## src/rtl/manip_pkg.sv

```systemverilog
// Shared types and constants for the manip stage and its downstream consumers.
package manip_pkg;

    typedef logic [1:0] code_t;

    typedef enum logic {
        ACCUM  = 1'b0,
        REPORT = 1'b1
    } stats_state_t;

    localparam logic [31:0] SUM_MAX = 32'h7FFF_FFFF;
    localparam logic [31:0] SUM_MIN = 32'h8000_0000;

endpackage

```

## src/rtl/manip_stats_sat_add32.sv

```systemverilog
// Combinational signed 32+32 add that clamps to the 32-bit range and flags any clamp.
module sat_add32
    import manip_pkg::*;
(
    input  logic [31:0] a,
    input  logic [31:0] b,
    output logic [31:0] sum,
    output logic        ovf
);

    logic [32:0] wide_s;

    // Sign-extended add; bits 32 and 31 disagree exactly when the result leaves 32-bit range
    always_comb begin
        wide_s = {a[31], a} + {b[31], b};
        if (wide_s[32] != wide_s[31]) begin
            ovf = 1'b1;
            sum = wide_s[32] ? SUM_MIN : SUM_MAX;
        end else begin
            ovf = 1'b0;
            sum = wide_s[31:0];
        end
    end

endmodule

```

## src/rtl/manip_stats.sv

```systemverilog
// Windowed statistics over the manip output stream: per-code counts, saturating sum,
// optional min/max (built when MANIP_STATS_MINMAX_EN is defined).
module manip_stats
    import manip_pkg::*;
#(
    parameter int WINDOW = 4
) (
    input  logic        clk,
    input  logic        rst,
    input  logic        in_valid,
    output logic        in_ready,
    input  logic [1:0]  in_code,
    input  logic [31:0] in_result,
    output logic        rpt_valid,
    input  logic        rpt_ready,
    output logic [7:0]  rpt_cnt0,
    output logic [7:0]  rpt_cnt1,
    output logic [7:0]  rpt_cnt2,
    output logic [7:0]  rpt_cnt3,
    output logic [31:0] rpt_sum,
    output logic        rpt_sat,
    output logic [31:0] rpt_min,
    output logic [31:0] rpt_max
);

    localparam logic [7:0] LAST_IDX = 8'(WINDOW - 1);

    stats_state_t     state_r;
    stats_state_t     state_next_s;
    logic             in_ready_r;
    logic             rpt_valid_r;
    logic             accept_s;
    logic             clear_s;
    logic [3:0][7:0]  cnt_r;
    logic [7:0]       samp_cnt_r;
    logic [31:0]      sum_r;
    logic             sat_r;
    logic [31:0]      add_sum_s;
    logic             add_ovf_s;

    sat_add32 u_sat_add (
        .a   (sum_r),
        .b   (in_result),
        .sum (add_sum_s),
        .ovf (add_ovf_s)
    );

    // Next-state decode; in_ready_r is only ever high in ACCUM
    always_comb begin
        state_next_s = state_r;
        accept_s     = in_valid && in_ready_r;
        clear_s      = 1'b0;
        case (state_r)
            ACCUM: begin
                if (accept_s && (samp_cnt_r == LAST_IDX)) begin
                    state_next_s = REPORT;
                end else begin
                    state_next_s = ACCUM;
                end
            end
            REPORT: begin
                if (rpt_ready) begin
                    clear_s      = 1'b1;
                    state_next_s = ACCUM;
                end else begin
                    state_next_s = REPORT;
                end
            end
            default: begin
                state_next_s = ACCUM;
            end
        endcase
    end

    // State, handshake flags and count/sum accumulators
    always_ff @(posedge clk) begin
        if (rst) begin
            state_r     <= ACCUM;
            in_ready_r  <= 1'b0;
            rpt_valid_r <= 1'b0;
            cnt_r       <= '0;
            samp_cnt_r  <= 8'd0;
            sum_r       <= 32'd0;
            sat_r       <= 1'b0;
        end else begin
            state_r     <= state_next_s;
            in_ready_r  <= (state_next_s == ACCUM);
            rpt_valid_r <= (state_next_s == REPORT);
            if (clear_s) begin
                cnt_r      <= '0;
                samp_cnt_r <= 8'd0;
                sum_r      <= 32'd0;
                sat_r      <= 1'b0;
            end else if (accept_s) begin
                cnt_r[in_code] <= cnt_r[in_code] + 8'd1;
                samp_cnt_r     <= samp_cnt_r + 8'd1;
                sum_r          <= add_sum_s;
                sat_r          <= sat_r | add_ovf_s;
            end
        end
    end

`ifdef MANIP_STATS_MINMAX_EN
    logic [31:0] min_r;
    logic [31:0] max_r;

    // Signed min/max; the first sample of each window loads both
    always_ff @(posedge clk) begin
        if (rst) begin
            min_r <= SUM_MAX;
            max_r <= SUM_MIN;
        end else if (clear_s) begin
            min_r <= SUM_MAX;
            max_r <= SUM_MIN;
        end else if (accept_s) begin
            if ((samp_cnt_r == 8'd0) || ($signed(in_result) < $signed(min_r))) begin
                min_r <= in_result;
            end
            if ((samp_cnt_r == 8'd0) || ($signed(in_result) > $signed(max_r))) begin
                max_r <= in_result;
            end
        end
    end

    assign rpt_min = min_r;
    assign rpt_max = max_r;
`else
    assign rpt_min = 32'h0000_0000;
    assign rpt_max = 32'h0000_0000;
`endif

    assign in_ready  = in_ready_r;
    assign rpt_valid = rpt_valid_r;
    assign rpt_cnt0  = cnt_r[0];
    assign rpt_cnt1  = cnt_r[1];
    assign rpt_cnt2  = cnt_r[2];
    assign rpt_cnt3  = cnt_r[3];
    assign rpt_sum   = sum_r;
    assign rpt_sat   = sat_r;

endmodule

```

## config.mk

```make
export PLATFORM = sky130hd
export DESIGN_NAME = manip_stats
export DESIGN_NICKNAME = d
export VERILOG_FILES = /design/src/rtl/manip_pkg.sv /design/src/rtl/manip_stats_sat_add32.sv /design/src/rtl/manip_stats.sv
export SDC_FILE = /design/constraint.sdc
export NUM_CORES = 1
export LEC_CHECK = 0
export CAP_MARGIN = 5
export CORE_MARGIN = 1
export CORE_UTILIZATION = 48
export CTS_CLUSTER_SIZE = 28
export DETAILED_ROUTE_END_ITERATION = 8
export PLACE_DENSITY = 0.82
export SYNTH_ARGS = -nofsm -noshare
export SYNTH_HDL_FRONTEND = slang
export SYNTH_SLANG_ARGS = --single-unit
```

## constraint.sdc

```tcl
create_clock -name clk -period 3.6 [get_ports clk]
set_input_delay 0.36 -clock clk [delete_from_list [all_inputs] [get_ports clk]]
set_output_delay 0.36 -clock clk [all_outputs]
set_load 0.02 [all_outputs]
```

# After elaboration in Yosys (flattened, before gate mapping)
# Cells that the tools add are included.
# Widths: inputs -> output; s select.
[word_totals] ff_bits=75 latchBits=0 ram_bits=0 romBits=0 inputBits=38 out_inout_bits=131 elab_cells=36 mem_count=0
[classes] add_sub_neg=3 multipliers=0 n_div=0 order_cmp=2 eq_ne=2 shifts=0 muxes=13 n_bitwise=3 n_reduce_logical=4
[ops] op="$mux 32" n=2
[ops] op="$add 32x32->33" n=1
[ops] op="$bwmux 32" n=1
[ops] op="$add 8x1->8 const B" n=2
[ops] op="$bmux 8 s2" n=1
[ops] op="$demux 8 s2" n=1
[ops] op="$mux 8" n=2
[ops] op="$eq 8x2->1 const B" n=1
[ops] op="$mux 1" n=5
[ops] op="$logic_and 1x1->1" n=3
[ops] op="$lt 2x3->1 const B" n=1
[ops] op="$ge 2x1->1 const B" n=1
[ops] op="$not 1->1" n=2
[ops] op="$pmux 1 s2" n=1
[ops] op="$reduce_or 2->1" n=1
[ops] op="$ne 1x1->1" n=1
[ops] op="$or 1x1->1" n=1

# Longest topological paths before layout
# Gate-level depths: netlist (run 1).
[logic_depth] ltp_word=5 mapped_depth=12 mapped_depth_nobuf=11

# Modules after synthesis
# Synthesis (run 1) repeated with hierarchy kept, for this count alone.
[hier_totals] hier_cells=701 hier_area_um2=5529.1
[modules_own_cells] module="manip_stats" instances=1 cells_each=390 area_each_um2=3420.8 seq_area_each_um2=1501.4
[modules_own_cells] module="sat_add32" instances=1 cells_each=311 area_each_um2=2108.3 seq_area_each_um2=0.0

# Least setup slack after synthesis (run 1)
# OpenSTA, ideal clock, no wires.
[synth_timing] path_type="register -> register" from="register sum_r[0] (netlist: rpt_sum[0])" to="register sum_r[22] (netlist: rpt_sum[22])" setup_time_ps=70 arrival_ps=2966 t_required_ps=3530 path_slack_ps=564 path_stages_with_launch=13 path_buffers=1 period_less_slack_ps=3036 cell_sequence="dfxtp_1 -> ha_1 -> inv_1 -> fa_1 -> nand2b_1 -> a211o_1 -> a211o_1 -> a21oi_1 -> nor2_1 -> o2bb2ai_1 -> clkbuf_1 -> o211ai_1 -> a21oi_1"
[synth_between] elab_chain_cells=3 word_cells_on_any_way=4 cone_classes="add/sub (1); eq/ne (1); mux (2)"
[synth_lines] element="start: declaration" line_no="manip_stats.sv:36" rtl="logic [31:0] sum_r;"
[synth_lines] element="start signal: assignment" line_no="manip_stats.sv:97" rtl="sum_r <= add_sum_s;"
[synth_lines] element="$add 32x32->33 *" line_no="manip_stats_sat_add32.sv:15" rtl="wide_s = {a[31], a} + {b[31], b};"
[synth_lines] element="$mux 32 / $ne 1x1->1 (equally long branches)" line_no="manip_stats_sat_add32.sv:18, manip_stats_sat_add32.sv:16"
[synth_lines] element="$mux 32 *" line_no="manip_stats_sat_add32.sv:16" rtl="if (wide_s[32] != wide_s[31]) begin"
# Every way passes the cells marked *; elsewhere a longest branch is shown, timed or not.
# A chain may end at the register's enable or synchronous reset.

# Final worst setup path (run 1)
[layout_timing] from="input port in_result[10]" to="register sum_r[14] (netlist: rpt_sum[14])"
[layout_between] elab_chain_cells=3 word_cells_on_any_way=4 cone_classes="add/sub (1); eq/ne (1); mux (2)"
[layout_lines] element="start: declaration" line_no="manip_stats.sv:13" rtl="input logic [31:0] in_result,"
[layout_lines] element="$add 32x32->33 *" line_no="manip_stats_sat_add32.sv:15"
[layout_lines] element="$mux 32 / $ne 1x1->1 (equally long branches)" line_no="manip_stats_sat_add32.sv:18, manip_stats_sat_add32.sv:16"
[layout_lines] element="$mux 32 *" line_no="manip_stats_sat_add32.sv:16"
# Marks and branches as above.

==> results of run 1 <==
## synthesized netlist by cell type, types with 3 or more instances
cell type | number | area, sq um
o2111ai_1 | 4 | 35.03
nor2_1 | 68 | 255.2
mux2i_1 | 5 | 50.05
maj3_2 | 6 | 67.56
xor2_1 | 11 | 96.34
buf_4 | 67 | 503.0
xnor2_1 | 21 | 183.9
nand2b_1 | 7 | 43.79
nand3_1 | 13 | 65.06
mux4_2 | 8 | 180.2
a21oi_2 | 4 | 35.03
a21o_1 | 17 | 127.6
or3_1 | 8 | 50.05
clkbuf_1 | 30 | 112.6
o211ai_1 | 11 | 82.58
o21a_1 | 5 | 37.54
ha_1 | 34 | 425.4
nor3_1 | 11 | 55.05
a211o_1 | 5 | 43.79
o21ai_0 | 67 | 335.3
dfxtp_1 | 75 | 1501
and3_1 | 5 | 31.28
inv_1 | 12 | 45.04
a21oi_1 | 70 | 350.3
a211oi_1 | 34 | 255.2
nand4_1 | 10 | 62.56
nand2_1 | 32 | 120.1
nor2b_1 | 3 | 18.77
## placed cells by master (no fill, tap or decap), drive strengths merged, types with 10 or more instances in the layout
cell type      netlist  layout
a211oi              35      35
a21o                17      17
a21oi               75      75
buf                 72      24
clkdlybuf4s50        0     104
conb                 1      64
dfxtp               75      75
ha                  34      34
inv                 12      16
nand2               32      32
nand3               13      13
nand4               10      10
nor2                68      68
nor3                11      11
o211ai              11      11
o21ai               68      68
xnor2               21      21
xor2                11      11
## worst max-delay path, stage by stage
cell and delay, ps:
clkdlybuf4s50_1 400, ha_1 370, a21oi_1 270, o211ai_1 210
a211oi_2 250, a211oi_1 120, a211o_1 350, o311ai_4 600
buf_4 280, o21ai_0 110, a21oi_1 160
## flip-flops by register name, indices dropped and copies added (netlist names)
signal / flops
rpt_valid: 1
in_ready: 1
rpt_cnt1: 8
rpt_cnt0: 8
rpt_cnt3: 8
rpt_sum: 32
rpt_sat: 1
samp_cnt_r: 8
rpt_cnt2: 8
## power by group through the flow
stage | clock [mW] | sequential [mW] | combinational (mW)
after floorplan | 0 | 0.980 | 0.680
after global placement | 0 | 0.933 | 0.959
after detailed placement | 0 | 0.935 | 0.971
after CTS | 1.03 | 0.918 | 0.979
after global routing | 1.06 | 0.923 | 1.08
final | 1.02 | 0.918 | 0.994
## kinds of logic after synthesis
kind of cell	synth area share
fa+ha+maj	0.09266
xor+xnor	0.05062
other cells	0.0006773
flops	0.2712
buf+inv	0.1259
simple gates	0.1349
mux	0.04158
compound gates	0.2825
## area by class of cell
class                      count  share of cell area
multi-input combinational    555              0.5222
sequential                    75              0.2191
timing repair buffer         128              0.1782
clock buffer                   9             0.03286
tap                          140             0.02556
clock inverter                 7             0.01552
inverter                      12            0.006573
## worst max path at each step
stage                                 start                        to  depth (start not counted)
floorplan           rpt_sum[0]$_SDFFE_PP0P_  rpt_sum[22]$_SDFFE_PP0P_                         12
global placement              in_result[10]  rpt_sum[28]$_SDFFE_PP0P_                         11
detailed placement            in_result[10]  rpt_sum[14]$_SDFFE_PP0P_                         11
CTS                           in_result[10]  rpt_sum[14]$_SDFFE_PP0P_                         11
global route                  in_result[10]  rpt_sum[21]$_SDFFE_PP0P_                         11
finish                        in_result[10]  rpt_sum[14]$_SDFFE_PP0P_                         11
## metal layers
metal	wire length, microns	up-vias	track usage
met3	1267	14	0.05276
met2	6842	289	0.3994
met4	143	0	0.06095
met1	6348	2432	0.3182
met5	0	-	0
li1	-	2553	-
## through the flow
stage	cells	utilization	cell area, sq um
global route	926	0.6213	6853
global placement	910	0.5912	6521
floorplan	744	-	5773
detailed placement	910	0.5912	6521
CTS	926	0.6213	6853
finish	926	0.6213	6853
==> results by group, run 1 <==
Clock tree
  • Setup Fix Bufs, Post-CTS: 0
  • CTS tree: yes
  • Sink Count: 75
  • Clock buffer depth: 2
  • Clock Latency Late Sink: 340 ps
  • Root Driver: clkbuf_16
  • CTS buffer count: 9
  • Post-cts hold buffer count: 0
  • Resize count post-CTS: 0
  • H-tree depth: 3
  • Clock slew at reported path FFs: 70 ps

Power and ir drop
  • Logic gate share of total power: 0.339
  • Reg power frac: 0.313
  • Leak pwr: 2.747 nW
  • Maximum vdd drop: 388.0 uV
  • Clock Power Share: 0.348
  • Sw Share: 0.3499
  • NetSw: 1.026 mW
  • Pwr/cell area: 428.0 nW/um^2
  • Internal Power: 1.907 mW
  • Tot Pwr: 2.933 mW

Logic synthesis
  • Register area share after synthesis: 0.2712
  • Synth Flop Type: dfxtp_1
  • Syn_area_per_cell: 8.130 sq um
  • Post-synthesis register bit count: 75
  • Synth Cell Area: 5537 sq um
  • Post-synth EDFFs: 0
  • Post-Syn Instances: 681
  • Ys async rst share: 0
  • Yosys cell types: 60
  • Yosys Warn Count: 0

Floorplan
  • Initial Utilization: 0.5019
  • Rows: 38
  • Die Height: 109.4 microns
  • I/O pin count: 169
  • Die Wd: 109.4 microns
  • Die Area: 11970 sq um
  • Core region area: 11030 sq um

Critical path
  • Critical path type: input pin to flop
  • R2R depth: 10
  • Worst setup SP type: input pin
  • CP arrival: 3500 ps
  • Max FO, Critical Path: 11
  • Crit path capture type: flop
  • Required @ worst endpoint: 3870 ps
  • Reg2reg end: rpt_sum[14]$_SDFFE_PP0P_
  • Worst R2R Start: rpt_sum[10]$_SDFFE_PP0P_
  • Flop-to-flop setup slack: 500 ps

Worst hold path
  • Endpoint, Worst Hold: samp_cnt_r[1]$_SDFFE_PP0P_
  • Hold depth: 2
  • Min-delay src: samp_cnt_r[1]$_SDFFE_PP0P_
  • Worst min-delay path class: flop to flop

Drt
  • Post-route ant nets: 0
  • Drt wl/cell: 15.77 microns
  • Vias: 5288
  • Routed wire length: 14.60 mm
  • Via density: 5.711
  • Drt drc: 0
  • Iteration-0 DRC Markers: 414
  • Drt first pass iters: 5

Final layout
  • Nets: 854
  • Share of cells above drive strength 1: 0.08397
  • Register area: 1501 sq um
  • Area of the multi-input gates: 3578 sq um
  • Area delta synth->final: 23.77%
  • # diodes: 0
  • # fillers: 942

Place
  • Post-DP HPWL: 10.68 mm
  • PortBufs: 104
  • Pre-CTS setup slack: 127.1 ps
  • Final Wtd Congestion: 0.9283

STA
  • Setup_tns: 0 ps
  • Hold WS: 499.2 ps
  • Slew headroom: 0.5424
  • Final setup viols: 0
  • Final hold violations: 0
  • FMAX: 0.3100 GHz
  • Final WS setup: 374.4 ps
  • Fin. max-slew vios: 0
  • Skew final: 8.670 ps
  • Unrepaired setup endpoints after global routing: false
  • Fin crit share: 0.8960
  • Actual slew at the worst max-slew pin: 684.7 ps
  • Final period demand of the worst path: 3226 ps

GRT
  • Aggregate global-route resource usage: 0.2414
  • Grt total ovfl: 0
  • Largest net degree at the start of global routing: 44
  • First-pass GRT wire length: 22.91 mm
  • Initial antenna violation count: 0
  • Vias in the first global route: 4847

Job
  • Max-cap violation count: 0

Outcome
  • Status: complete, no violations
(Power assumes the default switching activity.)
==> run 2: changes to the inputs <==
Settings changed: GPL_ROUTABILITY_DRIVEN set to 0, SKIP_CTS_REPAIR_TIMING set to 1.
==> run 2 against run 1 <==
  * Register-to-register slack lost 30 ps
  * Global-route usage grew 1.4 points
  * Design area shrank 0.68%
  * Count of clock-buffer cells in the layout is the same
  * Core utilization shrank 0.42 points
  * First-iteration DRC count grew 46%
  * Flip-flop and latch count is the same
  * Sequential share of layout area grew 0.15 points
  * Fmax shrank 0.52%
  * Sequential power is essentially flat
  * Via count grew 1.7%
  * Setup slack lost 17 ps
  * Largest cell class unchanged
  * Largest power group unchanged
==> results by group, run 2 (same netlist as run 1, synthesis figures left out) <==
Outcome
  • Status: complete, no violations

Clock tree
  • CTS buffer count: 9
  • Clock Latency Late Sink: 350 ps
  • Clock buffer depth: 2
  • Sink Count: 75
  • Clock slew at reported path FFs: 60 ps
  • CTS tree: yes
  • Root Driver: clkbuf_16
  • H-tree depth: 3

GRT
  • Initial antenna violation count: 0
  • Grt total ovfl: 0
  • First-pass GRT wire length: 24.14 mm
  • Largest net degree at the start of global routing: 44
  • Vias in the first global route: 5151
  • Aggregate global-route resource usage: 0.2556

Final layout
  • Nets: 849
  • Largest register FFs: 32
  • # diodes: 0
  • Commonest non-fill, non-tap cell in the layout: clkdlybuf4s50_1
  • Area delta synth->final: 22.94%
  • Most frequent cells in the layout: 104 x clkdlybuf4s50_1, 75 x dfxtp_1, 69 x a21oi_1, 68 x nor2_1, 67 x o21ai_0
  • Share of cells above drive strength 1: 0.07692
  • Final Instance Area: 6807 sq um

Critical path
  • Critical path type: input pin to flop
  • Reg2reg end: rpt_sum[24]$_SDFFE_PP0P_
  • Flop-to-flop setup slack: 470 ps
  • Max FO, Critical Path: 11
  • R2R depth: 10
  • Crit path capture type: flop
  • Worst R2R Start: rpt_sum[16]$_SDFFE_PP0P_
  • Worst setup SP type: input pin
  • Required @ worst endpoint: 3830 ps
  • CP arrival: 3470 ps

Drt
  • Drt drc: 0
  • Post-route ant nets: 0
  • Routed wire length: 15.21 mm
  • Drt first pass iters: 6
  • Vias: 5376
  • Drt wl/cell: 16.53 microns
  • Via density: 5.843
  • Iteration-0 DRC Markers: 604

STA
  • Skew final: 10.91 ps
  • Final setup viols: 0
  • FMAX: 0.3084 GHz
  • Final hold violations: 0
  • Slew headroom: 0.5176
  • Unrepaired setup endpoints after global routing: false
  • Actual slew at the worst max-slew pin: 723.5 ps
  • Hold WS: 491.5 ps
  • Setup_tns: 0 ps
  • Fin. max-slew vios: 0
  • Final period demand of the worst path: 3242 ps
  • Fin crit share: 0.9007

Worst hold path
  • Hold depth: 2
  • Worst min-delay path class: flop to flop
  • Endpoint, Worst Hold: samp_cnt_r[7]$_SDFFE_PP0P_
  • Min-delay src: samp_cnt_r[7]$_SDFFE_PP0P_

Job
  • Max-cap violation count: 0

Floorplan
  • Die Wd: 109.4 microns
  • Rows: 38
  • Die Height: 109.4 microns
  • Initial Utilization: 0.5019
  • Die Area: 11970 sq um
  • I/O pin count: 169
  • Core region area: 11030 sq um

Place
  • Post-DP HPWL: 11.01 mm
  • PortBufs: 104
  • Placed cell areas: 6484 sq um

Power and ir drop
  • Leak pwr: 2.719 nW
  • Maximum vdd drop: 266.2 uV
  • Pwr/cell area: 429.1 nW/um^2
==> run 2: cell types whose count changed in the layout (fill, tap and decap cells not counted) <==
cell	before	now
buf_4	24	19
inv_6	3	2
==> run 2: critical path: stages <==
cell,delay [ps]
clkdlybuf4s50_1,410
ha_1,310
a21o_1,210
a31o_1,280
a32oi_1,320
a211oi_1,130
o41ai_2,480
o311ai_4,320
buf_4,250
o21ai_0,290
a21oi_1,110
==> run 2: worst max-delay path by stage <==
stage	from	to	slack, ps	cells past startpoint
2_1_floorplan	rpt_sum[0]$_SDFFE_PP0P_	rpt_sum[22]$_SDFFE_PP0P_	560	12
3_3_place_gp	in_result[20]	rpt_sum[24]$_SDFFE_PP0P_	180	11
3_5_place_dp	in_result[20]	rpt_sum[24]$_SDFFE_PP0P_	100	11
4_1_cts	in_result[20]	rpt_sum[21]$_SDFFE_PP0P_	420	11
5_1_grt	in_result[10]	rpt_sum[19]$_SDFFE_PP0P_	190	11
6_report	in_result[20]	rpt_sum[24]$_SDFFE_PP0P_	360	11
==> run 2: cell type report <==
type                            count  area [sq um]
Fill cell                         949          4224
Tap cell                          140         175.2
Timing Repair Buffer              123          1184
Clock buffer                        9         225.2
Multi-Input combinational cell    555          3578
Sequential cell                    75          1501
Clock inverter                      6         97.59
Inverter                           12         45.04
==> run 2: metal layers <==
layer,track usage,share of wire,vias up
li1,-,-,2551
met1,0.3238,0.41,2499
met2,0.4232,0.48,283
met3,0.05098,0.081,43
met4,0.1067,0.027,0
met5,0,0,-
==> run 2: per-stage QoR <==
step                      cells  total power [mW]  utilization  setup slack (ps)
after CTS                   920             2.908       0.6171             419.4
after detailed placement    905             1.901       0.5878             100.1
final                       920             2.920       0.6171             357.6
after global routing        920             3.043       0.6171             185.4
after floorplan             744             1.661            -             564.3
after global placement      905             1.878       0.5878             184.7
==> run 2: report_power, final <==
group | switching (mW) | total [mW] | internal (mW) | leakage, nW
Sequential | 0.0409 | 0.918 | 0.877 | 0.613
Combinational | 0.594 | 0.995 | 0.401 | 1.95
Clock | 0.393 | 1.01 | 0.614 | 0.158
==> run 3: changes to the inputs <==
Settings changed: CORE_ASPECT_RATIO set to 1.1, CORE_UTILIZATION 48 to 49, CTS_BUF_LIST set to sky130_fd_sc_hd__clkbuf_2 sky130_fd_sc_hd__clkbuf_4 sky130_fd_sc_hd__clkbuf_8, PLACE_DENSITY 0.82 to 0.83.
==> run 3 against run 2 <==
  * Clock power fell by 24%
  * Design area fell by 1.5%
  * Setup slack better by 120 ps
  * Hold slack lost 14 ps
  * First-iteration DRC count fell by 52%
  * Cell count rose by 0.65%
  * Global-route usage fell by 0.38 points
  * Register-to-register slack better by 90 ps
==> results by group, run 3 (same netlist as run 1, synthesis figures left out) <==
STA
  • Final WS setup: 476.8 ps
  • Skew final: 15.51 ps
  • FMAX: 0.3202 GHz
  • Unrepaired setup endpoints after global routing: false
  • Setup_tns: 0 ps
  • Fin. max-slew vios: 0
  • Final period demand of the worst path: 3123 ps
  • Final setup viols: 0
  • Actual slew at the worst max-slew pin: 602.8 ps
  • Slew headroom: 0.5981
  • Final hold violations: 0
  • Fin crit share: 0.8676

GRT
  • Initial antenna violation count: 0
  • Grt total ovfl: 0
  • First-pass GRT wire length: 23.29 mm
  • Aggregate global-route resource usage: 0.2518
  • Vias in the first global route: 4943
  • Largest net degree at the start of global routing: 46

Floorplan
  • Rows: 40
  • Core region area: 10960 sq um
  • I/O pin count: 169
  • Die Area: 11730 sq um
  • Die Height: 113.5 microns
  • Die Wd: 103.4 microns
  • Initial Utilization: 0.5051

Clock tree
  • Clock buffer depth: 2
  • Clock Latency Late Sink: 370 ps
  • CTS buffer count: 9
  • Clock slew at reported path FFs: 80 ps
  • CTS tree: yes
  • Sink Count: 75
  • H-tree depth: 3
  • Root Driver: clkbuf_8

Critical path
  • Crit path capture type: flop
  • Flop-to-flop setup slack: 560 ps
  • Critical Path End: rpt_sum[23]$_SDFFE_PP0P_
  • CP arrival: 3360 ps
  • Required @ worst endpoint: 3840 ps
  • R2R depth: 13
  • Worst R2R Start: rpt_sum[0]$_SDFFE_PP0P_
  • Reg2reg end: rpt_sum[14]$_SDFFE_PP0P_
  • Critical path type: input pin to flop
  • Worst setup SP type: input pin
  • Critical path launch point: in_result[1]
  • Max FO, Critical Path: 9

Place
  • Pre-CTS setup slack: 124.4 ps
  • PortBufs: 104
  • Placed cell areas: 6477 sq um
  • Post-DP HPWL: 10.79 mm

Power and ir drop
  • Logic gate share of total power: 0.367
  • Sw Share: 0.3701
  • Internal Power: 1.681 mW
  • Leak pwr: 2.665 nW
  • Clock Power Share: 0.289
  • Maximum vdd drop: 274.6 uV
  • NetSw: 987.2 uW
  • Reg power frac: 0.343
  • Pwr/cell area: 397.8 nW/um^2

Drt
  • Post-route ant nets: 0
  • Routed wire length: 14.38 mm
  • Iteration-0 DRC Markers: 289
  • Drt drc: 0
  • Drt first pass iters: 5
  • Via density: 5.636
  • Drt wl/cell: 15.53 microns
  • Vias: 5219

Final layout
  • Share of cells above drive strength 1: 0.07574
  • Final Instance Area: 6706 sq um
  • Most frequent cells in the layout: 104 x clkdlybuf4s50_1, 75 x dfxtp_1, 69 x a21oi_1, 68 x nor2_1, 67 x o21ai_0
  • # diodes: 0
  • Nets: 847
  • Area delta synth->final: 21.13%
  • # fillers: 972
  • Largest register FFs: 32
  • Commonest non-fill, non-tap cell in the layout: clkdlybuf4s50_1

Worst hold path
  • Worst min-delay path class: flop to flop

Outcome
  • Status: complete, no violations

Job
  • Max-cap violation count: 0
run 3: final cells by class:
cell class | count | area (sq um) | share of cell area
Multi-Input combinational cell | 555 | 3578 | 0.5336
Inverter | 12 | 45.04 | 0.006716
Clock buffer | 9 | 123.9 | 0.01847
Sequential cell | 75 | 1501 | 0.2239
Timing Repair Buffer | 121 | 1169 | 0.1743
Tap cell | 147 | 183.9 | 0.02743
Clock inverter | 7 | 105.1 | 0.01567
run 3: power by group through the flow:
stage,clock network (mW),logic [mW],registers (mW)
CTS,0.782,0.968,0.917
global placement,0,0.946,0.933
floorplan,0,0.680,0.980
global route,0.826,1.07,0.923
detailed placement,0,0.963,0.935
finish,0.772,0.980,0.916
run 3: worst min path at each step:
stage | startpoint | to | slack (ps) | cells past startpoint
floorplan | rst | in_ready$_SDFF_PP0_ | 430 | 1
global placement | rpt_sat$_SDFFE_PP0P_ | rpt_sat$_SDFFE_PP0P_ | 450 | 2
detailed placement | rpt_sat$_SDFFE_PP0P_ | rpt_sat$_SDFFE_PP0P_ | 450 | 2
CTS | rpt_sat$_SDFFE_PP0P_ | rpt_sat$_SDFFE_PP0P_ | 480 | 2
global route | rpt_sat$_SDFFE_PP0P_ | rpt_sat$_SDFFE_PP0P_ | 510 | 2
finish | rpt_sat$_SDFFE_PP0P_ | rpt_sat$_SDFFE_PP0P_ | 480 | 2
run 3: per-layer routing:
metal  wire [microns]  vias up  track usage  share of wire
li1                 -     2543            -              -
met2             7003      259       0.4278           0.49
met5                0        -            0              0
met4              325        0      0.08169          0.023
met1             5819     2381       0.3006           0.40
met3             1231       36      0.07475          0.086
run 3: critical path: stages:
cell and delay, ps:
clkdlybuf4s50_1 440, ha_1 330, a211oi_1 240, o21a_1 250, a211o_1 260, a211oi_1 150
o41ai_2 460, o311ai_4 230, buf_4 220, o21ai_0 310, a21oi_1 120
run 3: through the flow:
| stage | std cells | hold WS [ps] | power (mW) | util |
|---|---|---|---|---|
| global placement | 910 | 452.3 | 1.878 | 0.5910 |
| finish | 926 | 477.8 | 2.668 | 0.6119 |
| floorplan | 744 | 432.4 | 1.661 | - |
| CTS | 926 | 482.1 | 2.667 | 0.6119 |
| global route | 926 | 505.7 | 2.814 | 0.6119 |
| detailed placement | 910 | 453.5 | 1.898 | 0.5910 |
